===== src/rtl/cfg_panel_pkg.sv =====
// Shared types and constants for the configuration panel controller.
// Optional feature macro used by this codebase slice: CFG_PANEL_EXT_WRITE_EN.
package cfg_panel_pkg;

   typedef enum logic [3:0] {
      S_SLAVE_SEL = 4'd0,
      S_RW_SEL    = 4'd1,
      S_EXTW_SEL  = 4'd2,
      S_EXTW_M0   = 4'd3,
      S_EXTW_M1   = 4'd4,
      S_START_M0  = 4'd5,
      S_START_M1  = 4'd6,
      S_COUNT_M0  = 4'd7,
      S_COUNT_M1  = 4'd8,
      S_CONFIG    = 4'd9,
      S_READY     = 4'd10,
      S_COMM      = 4'd11,
      S_READBACK  = 4'd12
   } state_e;

   typedef enum logic [1:0] {
      no_slave = 2'b00,
      slave_1  = 2'b01,
      slave_2  = 2'b10,
      slave_3  = 2'b11
   } slave_t;

   typedef enum logic {
      read  = 1'b0,
      write = 1'b1
   } operation_t;

   // Plain-vector state codes, kept for code that predates the enum
   localparam logic [3:0] ST_SLAVE_SEL = 4'(S_SLAVE_SEL);
   localparam logic [3:0] ST_RW_SEL    = 4'(S_RW_SEL);
   localparam logic [3:0] ST_EXTW_SEL  = 4'(S_EXTW_SEL);
   localparam logic [3:0] ST_EXTW_M0   = 4'(S_EXTW_M0);
   localparam logic [3:0] ST_EXTW_M1   = 4'(S_EXTW_M1);
   localparam logic [3:0] ST_START_M0  = 4'(S_START_M0);
   localparam logic [3:0] ST_START_M1  = 4'(S_START_M1);
   localparam logic [3:0] ST_COUNT_M0  = 4'(S_COUNT_M0);
   localparam logic [3:0] ST_COUNT_M1  = 4'(S_COUNT_M1);
   localparam logic [3:0] ST_CONFIG    = 4'(S_CONFIG);
   localparam logic [3:0] ST_READY     = 4'(S_READY);
   localparam logic [3:0] ST_COMM      = 4'(S_COMM);
   localparam logic [3:0] ST_READBACK  = 4'(S_READBACK);

   // Width of the external-write address; never below one bit
   function automatic int ext_addr_bits(input int depth);
      return (depth > 1) ? $clog2(depth) : 1;
   endfunction

endpackage


===== src/rtl/cfg_panel_if.sv =====
// Configuration bus between the panel controller (master) and the two
// bus masters it configures (slave side of this interface).
// External-write signals are only active when CFG_PANEL_EXT_WRITE_EN is defined.
interface cfg_panel_if #(
   parameter int DATA_WIDTH          = 16,
   parameter int ADDR_WIDTH          = 12,
   parameter int MAX_EXT_WRITE_DEPTH = 16
);
   import cfg_panel_pkg::*;

   localparam int EXTW_AW = ext_addr_bits(MAX_EXT_WRITE_DEPTH);

   logic [1:0][1:0]            m_slave;
   logic [1:0]                 m_rw;
   logic [1:0]                 m_ext_wr;
   logic [1:0][ADDR_WIDTH-1:0] m_start_addr;
   logic [1:0][ADDR_WIDTH-1:0] m_addr_count;
   logic                       ext_wr_valid;
   logic                       ext_wr_master;
   logic [EXTW_AW-1:0]         ext_wr_addr;
   logic [DATA_WIDTH-1:0]      ext_wr_data;
   logic                       cfg_valid;
   logic                       cfg_ack;
   logic                       com_start;
   logic                       com_done;

   modport master (
      output m_slave, m_rw, m_ext_wr, m_start_addr, m_addr_count,
      output ext_wr_valid, ext_wr_master, ext_wr_addr, ext_wr_data,
      output cfg_valid, com_start,
      input  cfg_ack, com_done
   );

   modport slave (
      input  m_slave, m_rw, m_ext_wr, m_start_addr, m_addr_count,
      input  ext_wr_valid, ext_wr_master, ext_wr_addr, ext_wr_data,
      input  cfg_valid, com_start,
      output cfg_ack, com_done
   );

endinterface


===== src/rtl/key_debounce.sv =====
// Push-button conditioner: two-flop synchroniser plus level debouncer.
// Emits a one-cycle press pulse after DEBOUNCE_CYCLES consecutive pressed
// samples, then re-arms only after DEBOUNCE_CYCLES consecutive released
// samples. Comes out of reset disarmed so a key held through reset must be
// released before it can fire.
module key_debounce #(
   parameter int DEBOUNCE_CYCLES = 4
) (
   input  logic clk,
   input  logic rst,
   input  logic key_n,
   output logic press
);
   localparam int               CNT_W    = $clog2(DEBOUNCE_CYCLES + 1);
   localparam logic [CNT_W-1:0] CNT_LAST = CNT_W'(DEBOUNCE_CYCLES - 1);

   // Synchroniser carries the pressed level (inverted key), so reset value 0 = released
   logic             pressed_s1_q, pressed_s2_q;
   logic             armed_q, armed_d;
   logic             press_q, press_d;
   logic [CNT_W-1:0] cnt_q, cnt_d;

   // Armed: count pressed samples; disarmed: count released samples
   always_comb begin
      cnt_d   = '0;
      armed_d = armed_q;
      press_d = 1'b0;
      if (pressed_s2_q == armed_q) begin
         if (cnt_q == CNT_LAST) begin
            armed_d = ~armed_q;
            press_d = armed_q;
         end else begin
            cnt_d = cnt_q + 1'b1;
         end
      end
   end

   // Synchroniser and debounce state
   always_ff @(posedge clk or posedge rst) begin
      if (rst) begin
         pressed_s1_q <= 1'b0;
         pressed_s2_q <= 1'b0;
         armed_q      <= 1'b0;
         press_q      <= 1'b0;
         cnt_q        <= '0;
      end else begin
         pressed_s1_q <= ~key_n;
         pressed_s2_q <= pressed_s1_q;
         armed_q      <= armed_d;
         press_q      <= press_d;
         cnt_q        <= cnt_d;
      end
   end

   assign press = press_q;

endmodule


===== src/rtl/cfg_panel_ctrl.sv =====
// Front-panel configuration sequencer: walks an operator through slave
// selection, read/write mode, optional external data preload, address
// windows, then hands the configuration to the masters, starts
// communication and allows readback address requests.
// Optional feature: CFG_PANEL_EXT_WRITE_EN enables the external-write
// states; without it they are bypassed and the ext_wr outputs stay 0.
module cfg_panel_ctrl
   import cfg_panel_pkg::*;
#(
   parameter int DATA_WIDTH          = 16,
   parameter int ADDR_WIDTH          = 12,
   parameter int MAX_EXT_WRITE_DEPTH = 16,
   parameter int DEBOUNCE_CYCLES     = 4
) (
   input  logic                  clk,
   input  logic                  rst,
   input  logic                  jump_stateN,
   input  logic                  jump_next_addr,
   input  logic [17:0]           SW,
   cfg_panel_if.master           bus,
   output logic                  comm_ready,
   output logic                  comm_done,
   output logic                  rd_req,
   output logic [ADDR_WIDTH-1:0] rd_addr,
   output logic [3:0]            state_o
);
   localparam int EXTW_AW = ext_addr_bits(MAX_EXT_WRITE_DEPTH);

   logic st_ev, nx_raw, nx_ev;

   logic [3:0]                 state_q, state_d;
   slave_t     [1:0]           m_slave_q, m_slave_d;
   operation_t [1:0]           m_rw_q, m_rw_d;
   logic [1:0]                 m_ext_wr_q, m_ext_wr_d;
   logic [1:0][ADDR_WIDTH-1:0] m_start_addr_q, m_start_addr_d;
   logic [1:0][ADDR_WIDTH-1:0] m_addr_count_q, m_addr_count_d;
   logic                       ext_wr_valid_q, ext_wr_valid_d;
   logic                       ext_wr_master_q, ext_wr_master_d;
   logic [EXTW_AW-1:0]         ext_wr_addr_q, ext_wr_addr_d;
   logic [DATA_WIDTH-1:0]      ext_wr_data_q, ext_wr_data_d;
   logic [EXTW_AW-1:0]         ext_cnt_q, ext_cnt_d;
   logic                       com_start_q, com_start_d;
   logic                       comm_ready_q, comm_ready_d;
   logic                       comm_done_q, comm_done_d;
   logic                       rd_req_q, rd_req_d;
   logic [ADDR_WIDTH-1:0]      rd_addr_q, rd_addr_d;
   logic                       unused_sw;

`ifdef CFG_PANEL_EXT_WRITE_EN
   localparam logic [EXTW_AW-1:0] EXT_LAST = EXTW_AW'(MAX_EXT_WRITE_DEPTH - 1);

   // Write address advances but sticks at the last location
   function automatic logic [EXTW_AW-1:0] ext_cnt_inc(input logic [EXTW_AW-1:0] cnt);
      return (cnt == EXT_LAST) ? cnt : cnt + 1'b1;
   endfunction
`endif

   key_debounce #(.DEBOUNCE_CYCLES(DEBOUNCE_CYCLES)) u_state_key (
      .clk   (clk),
      .rst   (rst),
      .key_n (jump_stateN),
      .press (st_ev)
   );

   key_debounce #(.DEBOUNCE_CYCLES(DEBOUNCE_CYCLES)) u_next_key (
      .clk   (clk),
      .rst   (rst),
      .key_n (jump_next_addr),
      .press (nx_raw)
   );

   // A simultaneous state event wins; the next-address event is dropped
   assign nx_ev = nx_raw & ~st_ev;

   // Sequencer next-state and field latching
   always_comb begin
      state_d         = state_q;
      m_slave_d       = m_slave_q;
      m_rw_d          = m_rw_q;
      m_ext_wr_d      = m_ext_wr_q;
      m_start_addr_d  = m_start_addr_q;
      m_addr_count_d  = m_addr_count_q;
      ext_wr_valid_d  = 1'b0;
      ext_wr_master_d = ext_wr_master_q;
      ext_wr_addr_d   = ext_wr_addr_q;
      ext_wr_data_d   = ext_wr_data_q;
      ext_cnt_d       = ext_cnt_q;
      com_start_d     = 1'b0;
      comm_ready_d    = comm_ready_q;
      comm_done_d     = comm_done_q;
      rd_req_d        = 1'b0;
      rd_addr_d       = rd_addr_q;

      case (state_q)
         ST_SLAVE_SEL: if (st_ev) begin
            m_slave_d[0] = slave_t'(SW[1:0]);
            m_slave_d[1] = slave_t'(SW[3:2]);
            state_d      = ST_RW_SEL;
         end
         ST_RW_SEL: if (st_ev) begin
            m_rw_d[0] = operation_t'(SW[0]);
            m_rw_d[1] = operation_t'(SW[1]);
`ifdef CFG_PANEL_EXT_WRITE_EN
            state_d   = ST_EXTW_SEL;
`else
            state_d   = ST_START_M0;
`endif
         end
`ifdef CFG_PANEL_EXT_WRITE_EN
         ST_EXTW_SEL: if (st_ev) begin
            m_ext_wr_d = SW[1:0];
            ext_cnt_d  = '0;
            if (SW[0])      state_d = ST_EXTW_M0;
            else if (SW[1]) state_d = ST_EXTW_M1;
            else            state_d = ST_START_M0;
         end
         ST_EXTW_M0, ST_EXTW_M1: if (st_ev || nx_ev) begin
            // Every key event stores the current word; only next-address advances
            ext_wr_valid_d  = 1'b1;
            ext_wr_master_d = (state_q == ST_EXTW_M1);
            ext_wr_addr_d   = ext_cnt_q;
            ext_wr_data_d   = SW[DATA_WIDTH-1:0];
            if (nx_ev) begin
               ext_cnt_d = ext_cnt_inc(ext_cnt_q);
            end else begin
               ext_cnt_d = '0;
               if (state_q == ST_EXTW_M0 && m_ext_wr_q[1]) state_d = ST_EXTW_M1;
               else                                        state_d = ST_START_M0;
            end
         end
`else
         ST_EXTW_SEL, ST_EXTW_M0, ST_EXTW_M1: state_d = ST_START_M0;
`endif
         ST_START_M0: if (st_ev) begin
            m_start_addr_d[0] = SW[ADDR_WIDTH-1:0];
            state_d           = ST_START_M1;
         end
         ST_START_M1: if (st_ev) begin
            m_start_addr_d[1] = SW[ADDR_WIDTH-1:0];
            state_d           = ST_COUNT_M0;
         end
         ST_COUNT_M0: if (st_ev) begin
            m_addr_count_d[0] = SW[ADDR_WIDTH-1:0];
            state_d           = ST_COUNT_M1;
         end
         ST_COUNT_M1: if (st_ev) begin
            m_addr_count_d[1] = SW[ADDR_WIDTH-1:0];
            state_d           = ST_CONFIG;
         end
         ST_CONFIG: if (bus.cfg_ack) begin
            comm_ready_d = 1'b1;
            state_d      = ST_READY;
         end
         ST_READY: if (st_ev) begin
            com_start_d = 1'b1;
            state_d     = ST_COMM;
         end
         ST_COMM: if (bus.com_done) begin
            comm_done_d = 1'b1;
            state_d     = ST_READBACK;
         end
         ST_READBACK: begin
            if (st_ev) begin
               comm_ready_d = 1'b0;
               comm_done_d  = 1'b0;
               state_d      = ST_SLAVE_SEL;
            end else if (nx_ev) begin
               rd_addr_d = SW[ADDR_WIDTH-1:0];
               rd_req_d  = 1'b1;
            end
         end
         default: state_d = ST_SLAVE_SEL;
      endcase
   end

   // Sequencer registers; reset clears every field and output
   always_ff @(posedge clk or posedge rst) begin
      if (rst) begin
         state_q         <= ST_SLAVE_SEL;
         m_slave_q[0]    <= no_slave;
         m_slave_q[1]    <= no_slave;
         m_rw_q[0]       <= read;
         m_rw_q[1]       <= read;
         m_ext_wr_q      <= '0;
         m_start_addr_q  <= '0;
         m_addr_count_q  <= '0;
         ext_wr_valid_q  <= 1'b0;
         ext_wr_master_q <= 1'b0;
         ext_wr_addr_q   <= '0;
         ext_wr_data_q   <= '0;
         ext_cnt_q       <= '0;
         com_start_q     <= 1'b0;
         comm_ready_q    <= 1'b0;
         comm_done_q     <= 1'b0;
         rd_req_q        <= 1'b0;
         rd_addr_q       <= '0;
      end else begin
         state_q         <= state_d;
         m_slave_q       <= m_slave_d;
         m_rw_q          <= m_rw_d;
         m_ext_wr_q      <= m_ext_wr_d;
         m_start_addr_q  <= m_start_addr_d;
         m_addr_count_q  <= m_addr_count_d;
         ext_wr_valid_q  <= ext_wr_valid_d;
         ext_wr_master_q <= ext_wr_master_d;
         ext_wr_addr_q   <= ext_wr_addr_d;
         ext_wr_data_q   <= ext_wr_data_d;
         ext_cnt_q       <= ext_cnt_d;
         com_start_q     <= com_start_d;
         comm_ready_q    <= comm_ready_d;
         comm_done_q     <= comm_done_d;
         rd_req_q        <= rd_req_d;
         rd_addr_q       <= rd_addr_d;
      end
   end

   assign bus.m_slave       = m_slave_q;
   assign bus.m_rw          = m_rw_q;
   assign bus.m_ext_wr      = m_ext_wr_q;
   assign bus.m_start_addr  = m_start_addr_q;
   assign bus.m_addr_count  = m_addr_count_q;
   assign bus.ext_wr_valid  = ext_wr_valid_q;
   assign bus.ext_wr_master = ext_wr_master_q;
   assign bus.ext_wr_addr   = ext_wr_addr_q;
   assign bus.ext_wr_data   = ext_wr_data_q;
   assign bus.cfg_valid     = (state_q == ST_CONFIG);
   assign bus.com_start     = com_start_q;
   assign comm_ready        = comm_ready_q;
   assign comm_done         = comm_done_q;
   assign rd_req            = rd_req_q;
   assign rd_addr           = rd_addr_q;
   assign state_o           = state_q;

   // Not every switch bit feeds a field in every build
   assign unused_sw = ^SW;

endmodule


===== src/flat_wrapper.sv =====
// flat-port wrapper written by rule: the top's interface ports become plain ports
module cfg_panel_ctrl_flat import cfg_panel_pkg::*;
#(
   parameter int DATA_WIDTH          = 16,
   parameter int ADDR_WIDTH          = 12,
   parameter int MAX_EXT_WRITE_DEPTH = 16,
   parameter int DEBOUNCE_CYCLES     = 4
)
  (clk, rst, jump_stateN, jump_next_addr, SW, comm_ready, comm_done, rd_req, rd_addr, state_o, bus_m_slave, bus_m_rw, bus_m_ext_wr, bus_m_start_addr, bus_m_addr_count, bus_ext_wr_valid, bus_ext_wr_master, bus_ext_wr_addr, bus_ext_wr_data, bus_cfg_valid, bus_com_start, bus_cfg_ack, bus_com_done);
  cfg_panel_if #(.DATA_WIDTH(DATA_WIDTH), .ADDR_WIDTH(ADDR_WIDTH), .MAX_EXT_WRITE_DEPTH(MAX_EXT_WRITE_DEPTH)) bus_i ();
  input  logic clk;
  input  logic rst;
  input  logic jump_stateN;
  input  logic jump_next_addr;
  input  logic [17:0] SW;
  output logic comm_ready;
  output logic comm_done;
  output logic rd_req;
  output logic [ADDR_WIDTH-1:0] rd_addr;
  output logic [3:0] state_o;
  output wire logic [$bits(bus_i.m_slave)-1:0] bus_m_slave;
  output wire logic [$bits(bus_i.m_rw)-1:0] bus_m_rw;
  output wire logic [$bits(bus_i.m_ext_wr)-1:0] bus_m_ext_wr;
  output wire logic [$bits(bus_i.m_start_addr)-1:0] bus_m_start_addr;
  output wire logic [$bits(bus_i.m_addr_count)-1:0] bus_m_addr_count;
  output wire logic [$bits(bus_i.ext_wr_valid)-1:0] bus_ext_wr_valid;
  output wire logic [$bits(bus_i.ext_wr_master)-1:0] bus_ext_wr_master;
  output wire logic [$bits(bus_i.ext_wr_addr)-1:0] bus_ext_wr_addr;
  output wire logic [$bits(bus_i.ext_wr_data)-1:0] bus_ext_wr_data;
  output wire logic [$bits(bus_i.cfg_valid)-1:0] bus_cfg_valid;
  output wire logic [$bits(bus_i.com_start)-1:0] bus_com_start;
  input wire logic [$bits(bus_i.cfg_ack)-1:0] bus_cfg_ack;
  input wire logic [$bits(bus_i.com_done)-1:0] bus_com_done;
  assign bus_m_slave = bus_i.m_slave;
  assign bus_m_rw = bus_i.m_rw;
  assign bus_m_ext_wr = bus_i.m_ext_wr;
  assign bus_m_start_addr = bus_i.m_start_addr;
  assign bus_m_addr_count = bus_i.m_addr_count;
  assign bus_ext_wr_valid = bus_i.ext_wr_valid;
  assign bus_ext_wr_master = bus_i.ext_wr_master;
  assign bus_ext_wr_addr = bus_i.ext_wr_addr;
  assign bus_ext_wr_data = bus_i.ext_wr_data;
  assign bus_cfg_valid = bus_i.cfg_valid;
  assign bus_com_start = bus_i.com_start;
  assign bus_i.cfg_ack = bus_cfg_ack;
  assign bus_i.com_done = bus_com_done;
  cfg_panel_ctrl #(.DATA_WIDTH(DATA_WIDTH), .ADDR_WIDTH(ADDR_WIDTH), .MAX_EXT_WRITE_DEPTH(MAX_EXT_WRITE_DEPTH), .DEBOUNCE_CYCLES(DEBOUNCE_CYCLES)) u_core (.clk(clk), .rst(rst), .jump_stateN(jump_stateN), .jump_next_addr(jump_next_addr), .SW(SW), .bus(bus_i), .comm_ready(comm_ready), .comm_done(comm_done), .rd_req(rd_req), .rd_addr(rd_addr), .state_o(state_o));
endmodule

===== config.mk =====
export PLATFORM = sky130hd
export DESIGN_NAME = cfg_panel_ctrl_flat
export DESIGN_NICKNAME = d
export VERILOG_FILES = /design/src/rtl/cfg_panel_pkg.sv /design/src/rtl/cfg_panel_if.sv /design/src/rtl/key_debounce.sv /design/src/rtl/cfg_panel_ctrl.sv /design/src/flat_wrapper.sv
export SDC_FILE = /design/constraint.sdc
export NUM_CORES = 1
export LEC_CHECK = 0
export ABC_AREA = 1
export BUFFER_PORTS_ARGS = -buffer_cell sky130_fd_sc_hd__clkbuf_2
export CORE_UTILIZATION = 45
export DETAILED_ROUTE_END_ITERATION = 7
export PLACE_DENSITY = 0.87
export SETUP_SLACK_MARGIN = 0.4
export SLEW_MARGIN = 30
export SYNTH_ARGS = -nofsm -noshare
export SYNTH_HDL_FRONTEND = slang
export SYNTH_SLANG_ARGS = --single-unit

===== constraint.sdc =====
create_clock -name clk -period 2.1 [get_ports clk]
set_input_delay 0 -clock clk [delete_from_list [all_inputs] [get_ports clk]]
set_output_delay 0 -clock clk [all_outputs]
set_load 0.005 [all_outputs]

==> Flow_metrics.wiki, run 1 <==
{| class="wikitable"
! Metric !! Value
|-
| Placed instance count || 553
|-
| Number of vias per cell after detailed routing || 4.72
|-
| Maximum count of clock buffers along a single path || 2
|-
| Met3 demand-to-capacity share in global routing || 3.85%
|-
| Synth cell types || 30
|-
| Reg-to-reg setup timing slack || 0.54 ns
|-
| Cell Count, Final, Fillers Out || 582
|-
| Final cycle utilization of the critical path || 74.3%
|-
| Clock-pin slew on the worst setup and hold paths || 0.09 ns
|-
| Hold path cells || 3
|-
| Die Height || 91.5 um
|-
| Number of nets with antenna violations after detailed routing || 0
|-
| Achievable Freq || 641 MHz
|-
| Worst hold start || SW[3]
|-
| Setup TNS after final layout || 0 ns
|-
| Clock insertion delay at the later pin of the skew report || 0.36 ns
|-
| Startpoint type of the worst setup path || flop
|-
| DIE AREA || 8360 um^2
|-
| Iter 0 DRT Violations || 107
|-
| Critical R2R Launch || u_core.state_o[2]$_DFFE_PP0P_
|-
| Number of sinks on the clock net || 88
|-
| Leakage power || 2.24 nW
|-
| Number of buffer cells added on primary ports || 92
|-
| Final-layout worst hold slack || 0.0274 ns
|-
| Initial antenna violation count || 0
|-
| Top cell type's share of synthesized area || 61.2%
|-
| Mapped Cells || 365
|-
| Slew @ Worst Pin || 0.570 ns
|-
| PD cells || 939 nW/um^2
|-
| FFs w/ async S/R, synth || 100%
|-
| First element of the critical path || u_core.state_o[2]$_DFFE_PP0P_
|-
| Clock tree from TritonCTS || done
|-
| Final-report setup violation count || 0
|-
| Global-route wire length before repair || 12400 um
|-
| Leading cell types by total area after synthesis || dfrtp_1, nand2_1, o21ai_0
|-
| List of most frequent post-synthesis cells || dfrtp_1, nand2_1, o21ai_0
|-
| Critical setup path kind || reg -> reg
|-
| Count of H-tree levels built during CTS || 3
|-
| Busiest layer in global routing || met2
|-
| Unrepaired setup endpoints after global routing || false
|-
| Routing usage on met2 || 32.0%
|-
| Remaining routing DRC violations || 0
|-
| Worst VDD drop || 0.423 mV
|-
| Post-CTS setup buffer count || 0
|-
| Routed wirelength normalized by instance count || 13.0 um
|-
| Most numerous cell in the Yosys netlist || dfrtp_1
|-
| Global-route congestion overflow total || 0
|-
| Synth Cell Area || 3600 um^2
|-
| Post-route clock skew || 0.00997 ns
|-
| Yosys top cell by area || dfrtp_1
|-
| IO Pins || 123
|-
| Clock Tree Root || clkbuf_8
|-
| Met1 track demand over resource in global routing || 24.3%
|-
| Number of warnings issued by yosys || 0
|-
| Hold Path Sink || u_core.bus.m_start_addr[15]$_DFFE_PP0P_
|-
| Routed wire length || 7540 um
|-
| Clock buffer count from CTS || 9
|-
| Drt first pass iters || 4
|-
| Total routing resource utilization after global routing || 19.1%
|-
| FP Rows || 32
|-
| Vias after detailed routing || 2748
|-
| Maximum fanout count along the critical path || 21
|-
| Setup crit end kind || flop
|-
| Initial core utilization || 46.6%
|-
| R2R Path End || u_core.rd_addr[11]$_DFFE_PP0P_
|-
| Path category of the worst min-delay check || in -> reg
|-
| Number of max-cap violations || 0
|-
| Number of synthesized flops with an enable pin || 0
|-
| Relative max-transition margin || 62.0%
|-
| Mean area per synthesized cell || 9.87 um^2
|-
| Final Hold Violating Endpoints || 0
|-
| Pin count of the biggest net entering global routing || 47
|-
| Slew Limit Fails || 0
|-
| Via count of the first global-routing pass || 2575
|-
| Required time worst endpoint || 2.33 ns
|-
| Fraction of layout cells with a size suffix above 1 || 28.3%
|-
| Top FF cell, synth || dfrtp_1
|-
| Worst Reg2Reg Path Length in Cells || 6
|-
| Number of antenna cells inserted || 0
|-
| Post-detail-place hpwl || 5340 um
|-
| Min cycle time layout || 1.56 ns
|-
| Arrival time worst endpoint || 1.79 ns
|-
| Synth Register Bits || 88
|-
| Die X || 91.5 um
|-
| Nets || 501
|-
| Synthesis-to-layout area growth || 22.7%
|-
| Weighted congestion reported at the end of routability-driven placement || 0.926
|-
| Share of the yosys chip area belonging to registers || 61.2%
|-
| Result of the run || completed
|-
| Core region area || 7730 um^2
|}
==> stage by stage <==
step                util (%)  instance area [um^2]  total power, mW  worst slack [ns]
floorplan                  -                  3690             2.72             0.708
global placement        52.8                  4080             2.91             0.558
detailed placement      52.8                  4080             2.97             0.475
CTS                     57.1                  4410             4.18             0.435
global route            57.2                  4420             4.41             0.438
finish                  57.2                  4420             4.15             0.539
==> worst max path at each step <==
| stage | endpoint | cells after the start |
|---|---|---|
| 6_report | u_core.rd_addr[11]$_DFFE_PP0P_ | 6 |
| 3_3_place_gp | u_core.state_o[0]$_DFFE_PP0P_ | 8 |
| 5_1_grt | u_core.state_o[3]$_DFFE_PP0P_ | 9 |
| 3_5_place_dp | u_core.state_o[0]$_DFFE_PP0P_ | 8 |
| 4_1_cts | u_core.state_o[1]$_DFFE_PP0P_ | 8 |
| 2_1_floorplan | u_core.state_o[1]$_DFFE_PP0P_ | 9 |
==> cell families (layout without fill, tap and decap cells) <==
family,after synthesis,in the layout,synth area share [%]
adder cells (fa/ha/maj),2,2,0.695
buffers and inverters,69,161,10.4
XOR/XNOR,2,2,0.487
AO/OA/AOI/OAI,75,75,11.4
AND/OR/NAND/NOR,128,128,15.8
other,1,24,0.104
flip-flops,88,88,61.2
==> metal layers <==
| layer | routed length, um | up-vias |
|---|---|---|
| met3 | 344 | 8 |
| met4 | 83 | 0 |
| met1 | 3330 | 1305 |
| li1 | - | 1344 |
| met5 | 0 | - |
| met2 | 3780 | 91 |
==> registers in the layout, summed over array words and instances (netlist names), 2 cells and up <==
signal and flops:
u_core.bus.m_addr_count 24, u_core.bus.m_rw 2, u_core.bus.m_slave 4, u_core.bus.m_start_addr 24, u_core.rd_addr 12, u_core.state_o 4
u_core.u_next_key.cnt_q 3, u_core.u_state_key.cnt_q 3
==> where the power goes <==
part	internal, mW	total [mW]	switching (mW)	leakage (nW)
Clock	0.564	1.18	0.617	0.102
Combinational	0.342	0.903	0.561	1.28
Sequential	1.88	2.07	0.185	0.856
==> final cells by class <==
class	count	area [um^2]
Clock buffer	9	124
Clock inverter	7	80.1
Fill cell	670	3310
Inverter	33	128
Multi-Input combinational cell	231	1110
Sequential cell	88	2200
Tap cell	102	128
Timing Repair Buffer	112	643
==> worst max-delay path, cell delays in order (launching register included) <==
cell,delay [ns]
dfrtp_1,0.56
nand2_1,0.13
inv_1,0.11
nand4_1,0.19
buf_4,0.28
nand2_1,0.09
o21ai_0,0.08
==> placed cells by master (no fill, tap or decap), drive strengths merged <==
master / synthesis / layout
o21ai: 46 / 46
a21oi: 27 / 27
dfrtp: 88 / 88
nor3b: 2 / 2
xor2: 2 / 2
nor2: 34 / 34
bufinv: 0 / 1
nand3: 8 / 8
o21bai: 1 / 1
and3: 1 / 1
nor3: 6 / 6
buf: 31 / 7
o22ai: 1 / 1
inv: 33 / 34
conb: 1 / 24
clkinvlp: 0 / 2
nand2: 71 / 71
ha: 2 / 2
clkbuf: 5 / 101
dlygate4sd3: 0 / 13
clkinv: 0 / 3
nor4: 2 / 2
nand4: 4 / 4
==> timing repair <==
item	4_1_cts	5_1_grt
hold buffers	13	0
gates resized for setup	0	2
endpoints found under the hold margin	127	0
setup endpoints to repair	0	14
Note: power is estimated with default switching activity, not from simulation.
==> run 2, diff against run 1 <==
clock period = 1.3 ns   (was 2.1 ns; I/O delays follow)
==> Flow_metrics.wiki, run 2 (synthesis results as in run 1) <==
{| class="wikitable"
! Metric !! Value
|-
| Result of the run || finished, violations left
|-
| Failing checks || negative setup slack
|-
| Die X || 91.5 um
|-
| Fraction of layout cells with a size suffix above 1 || 58.3%
|-
| First element of the critical path || u_core.state_o[1]$_DFFE_PP0P_
|-
| Vias after detailed routing || 3479
|-
| Routed wire length || 12800 um
|-
| Nets || 560
|-
| Worst VDD drop || 1.11 mV
|-
| Smallest setup slack after layout || -0.232 ns
|-
| Clock buffer count from CTS || 9
|-
| # fillers || 468
|-
| Clock-pin slew on the worst setup and hold paths || 0.09 ns
|-
| Global-route wire length before repair || 15800 um
|-
| Slew Limit Fails || 0
|-
| Maximum count of clock buffers along a single path || 2
|-
| Placed instance count || 570
|-
| Worst hold start || SW[2]
|-
| Post-detail-place hpwl || 6280 um
|-
| Worst stage delay on the critical path || 0.47 ns
|-
| Number of cells on the critical path || 9
|-
| Slew @ Worst Pin || 0.593 ns
|-
| Die Height || 91.5 um
|-
| Critical setup path kind || reg -> reg
|-
| Critical R2R Launch || u_core.state_o[1]$_DFFE_PP0P_
|-
| Final Hold Violating Endpoints || 0
|-
| Initial antenna violation count || 0
|-
| Final cycle utilization of the critical path || 118%
|-
| Clock insertion delay at the later pin of the skew report || 0.36 ns
|-
| Total routing resource utilization after global routing || 24.9%
|-
| Tot Pwr || 9.57 mW
|-
| Number of sinks on the clock net || 88
|-
| Clock Tree Root || clkbuf_8
|-
| Maximum fanout count along the critical path || 4
|-
| R2R Path End || u_core.state_o[2]$_DFFE_PP0P_
|-
| Weighted congestion reported at the end of routability-driven placement || 1.00
|-
| Leakage power || 2.72 nW
|-
| Reg-to-reg setup timing slack || -0.23 ns
|-
| PD cells || 1640 nW/um^2
|-
| Leading cell types in the layout, fill and taps excluded || dfrtp_1, clkbuf_2, buf_4, o21ai_1, nand2_2
|-
| Sequential cell area || 2210 um^2
|-
| Count of H-tree levels built during CTS || 3
|-
| Initial core utilization || 46.6%
|-
| Number of buffer cells added on primary ports || 92
|-
| IO Pins || 123
|-
| Unrepaired setup endpoints after global routing || true
|-
| Relative max-transition margin || 60.4%
|-
| Path category of the worst min-delay check || in -> reg
|-
| Achievable Freq || 653 MHz
|-
| Final-report setup violation count || 75
|-
| Drt first pass iters || 5
|-
| Number of vias per cell after detailed routing || 5.43
|-
| Core region area || 7730 um^2
|-
| Number of antenna cells inserted || 0
|-
| Number of nets with antenna violations after detailed routing || 0
|-
| Family with the most delay on the worst path || simple AND/OR/NAND/NOR gates
|-
| Global-route congestion overflow total || 0
|-
| Via count of the first global-routing pass || 3087
|-
| Footprint of the multi-input gates || 1690 um^2
|-
| Synthesis-to-layout area growth || 61.7%
|-
| Routed wirelength normalized by instance count || 20.0 um
|-
| Iter 0 DRT Violations || 334
|-
| Cell Count, Final, Fillers Out || 641
|-
| DIE AREA || 8360 um^2
|-
| Worst Reg2Reg Path Length in Cells || 9
|-
| Number of max-cap violations || 0
|-
| Cell with the largest stage delay on the worst path || dfrtp_2
|-
| Count of buffering cells on the critical path with inverters included || 3
|-
| Required time worst endpoint || 1.55 ns
|-
| Setup crit end kind || flop
|-
| Dominant cell type by count on the critical path || nand2_1
|-
| Startpoint type of the worst setup path || flop
|-
| Remaining routing DRC violations || 0
|-
| Clock tree from TritonCTS || done
|-
| Post-route clock skew || 0.0149 ns
|-
| FP Rows || 32
|-
| Min cycle time layout || 1.53 ns
|-
| Arrival time worst endpoint || 1.78 ns
|-
| Most frequent standard cell in the layout excluding fill and tap cells || dfrtp_1
|-
| Ordered cell list for the critical path || inv_4, buf_4, nor2_1, nand2_1, nand3_2, nand2_4, buf_6, nand3_1, nand2_1
|-
| Pin count of the biggest net entering global routing || 30
|-
| Endpoint of the worst setup timing path || u_core.state_o[2]$_DFFE_PP0P_
|}
[run 2: cell types whose count changed in the layout (fill, tap and decap cells not counted), moves of 13 or more]
cell | previous run | this run
nand2_2 | 1 | 29
buf_4 | 7 | 34
a21oi_2 | 8 | 25
clkbuf_2 | 92 | 74
a21oi_1 | 19 | 2
buf_6 | 0 | 25
nor2_1 | 31 | 15
nor2_4 | 1 | 17
buf_2 | 0 | 15
o21ai_1 | 4 | 33
nand2_4 | 0 | 13
o21ai_0 | 42 | 3
nand2_1 | 70 | 27
[run 2: worst register-to-register path, stage by stage (launching register included)]
cell	delay (ns)
dfrtp_2	0.47
inv_4	0.10
buf_4	0.17
nor2_1	0.13
nand2_1	0.09
nand3_2	0.11
nand2_4	0.07
buf_6	0.14
nand3_1	0.09
nand2_1	0.06
[run 2: report_power, final]
group / switching, mW / total (mW) / internal [mW]
combinational: 2.01 / 3.80 / 1.78
sequential: 0.332 / 3.38 / 3.04
clock: 1.10 / 2.40 / 1.31
total: 3.44 / 9.57 / 6.13
[run 2: how the worst min path moves through the flow]
stage / endpoint / cells past startpoint / slack [ns]
after CTS: u_core.bus.m_start_addr[11]$_DFFE_PP0P_ / 3 / 0.002
after global placement: u_core.bus.m_start_addr[19]$_DFFE_PP0P_ / 2 / 0.05
after detailed placement: u_core.bus.m_start_addr[19]$_DFFE_PP0P_ / 2 / 0.06
final: u_core.bus.m_start_addr[14]$_DFFE_PP0P_ / 3 / 0.03
after global routing: u_core.bus.m_start_addr[2]$_DFFE_PP0P_ / 3 / 0.04
after floorplan: u_core.u_next_key.pressed_s1_q$_DFF_PP0_ / 1 / 0.06
[run 2: metrics by stage]
step           utilization, %  instance area, um^2  setup slack (ns)  hold WS (ns)  setup TNS (ns)
3_3_place_gp             56.6                 4370            -0.118        0.0524           -2.98
5_1_grt                  75.4                 5820            -0.282        0.0400          -13.34
6_report                 75.4                 5820            -0.232        0.0312          -10.96
2_1_floorplan               -                 3830           -0.0315        0.0594          -0.311
3_5_place_dp             56.6                 4370            -0.182        0.0621           -6.42
4_1_cts                  66.8                 5160           -0.0836       0.00201           -1.83
[run 2: cell type report]
type | count | area share [%]
Clock buffer | 9 | 2.13
Clock inverter | 7 | 2.19
Inverter | 33 | 2.41
Multi-Input combinational cell | 231 | 28.9
Sequential cell | 88 | 37.9
Tap cell | 102 | 2.19
Timing Repair Buffer | 171 | 24.3
[run 2: routing by layer]
metal	part of all wire (%)	vias up	wire, um	track usage (%)
li1	-	1470	-	-
met1	37	1675	4780	31.6
met2	49	255	6320	40.7
met3	7.7	79	990	3.77
met5	0	-	0	0
met4	5.5	0	700	13.9
[run 2: timing repair]
| item | 4_1_cts | 5_1_grt |
|---|---|---|
| pin swaps | 27 | 25 |
| hold endpoints to repair | 24 | 0 |
| endpoints found under the setup margin | 86 | 98 |
| gates resized for setup | 79 | 122 |
| hold buffers | 6 | 0 |
| setup buffers | 19 | 22 |
| gates cloned | 2 | 6 |
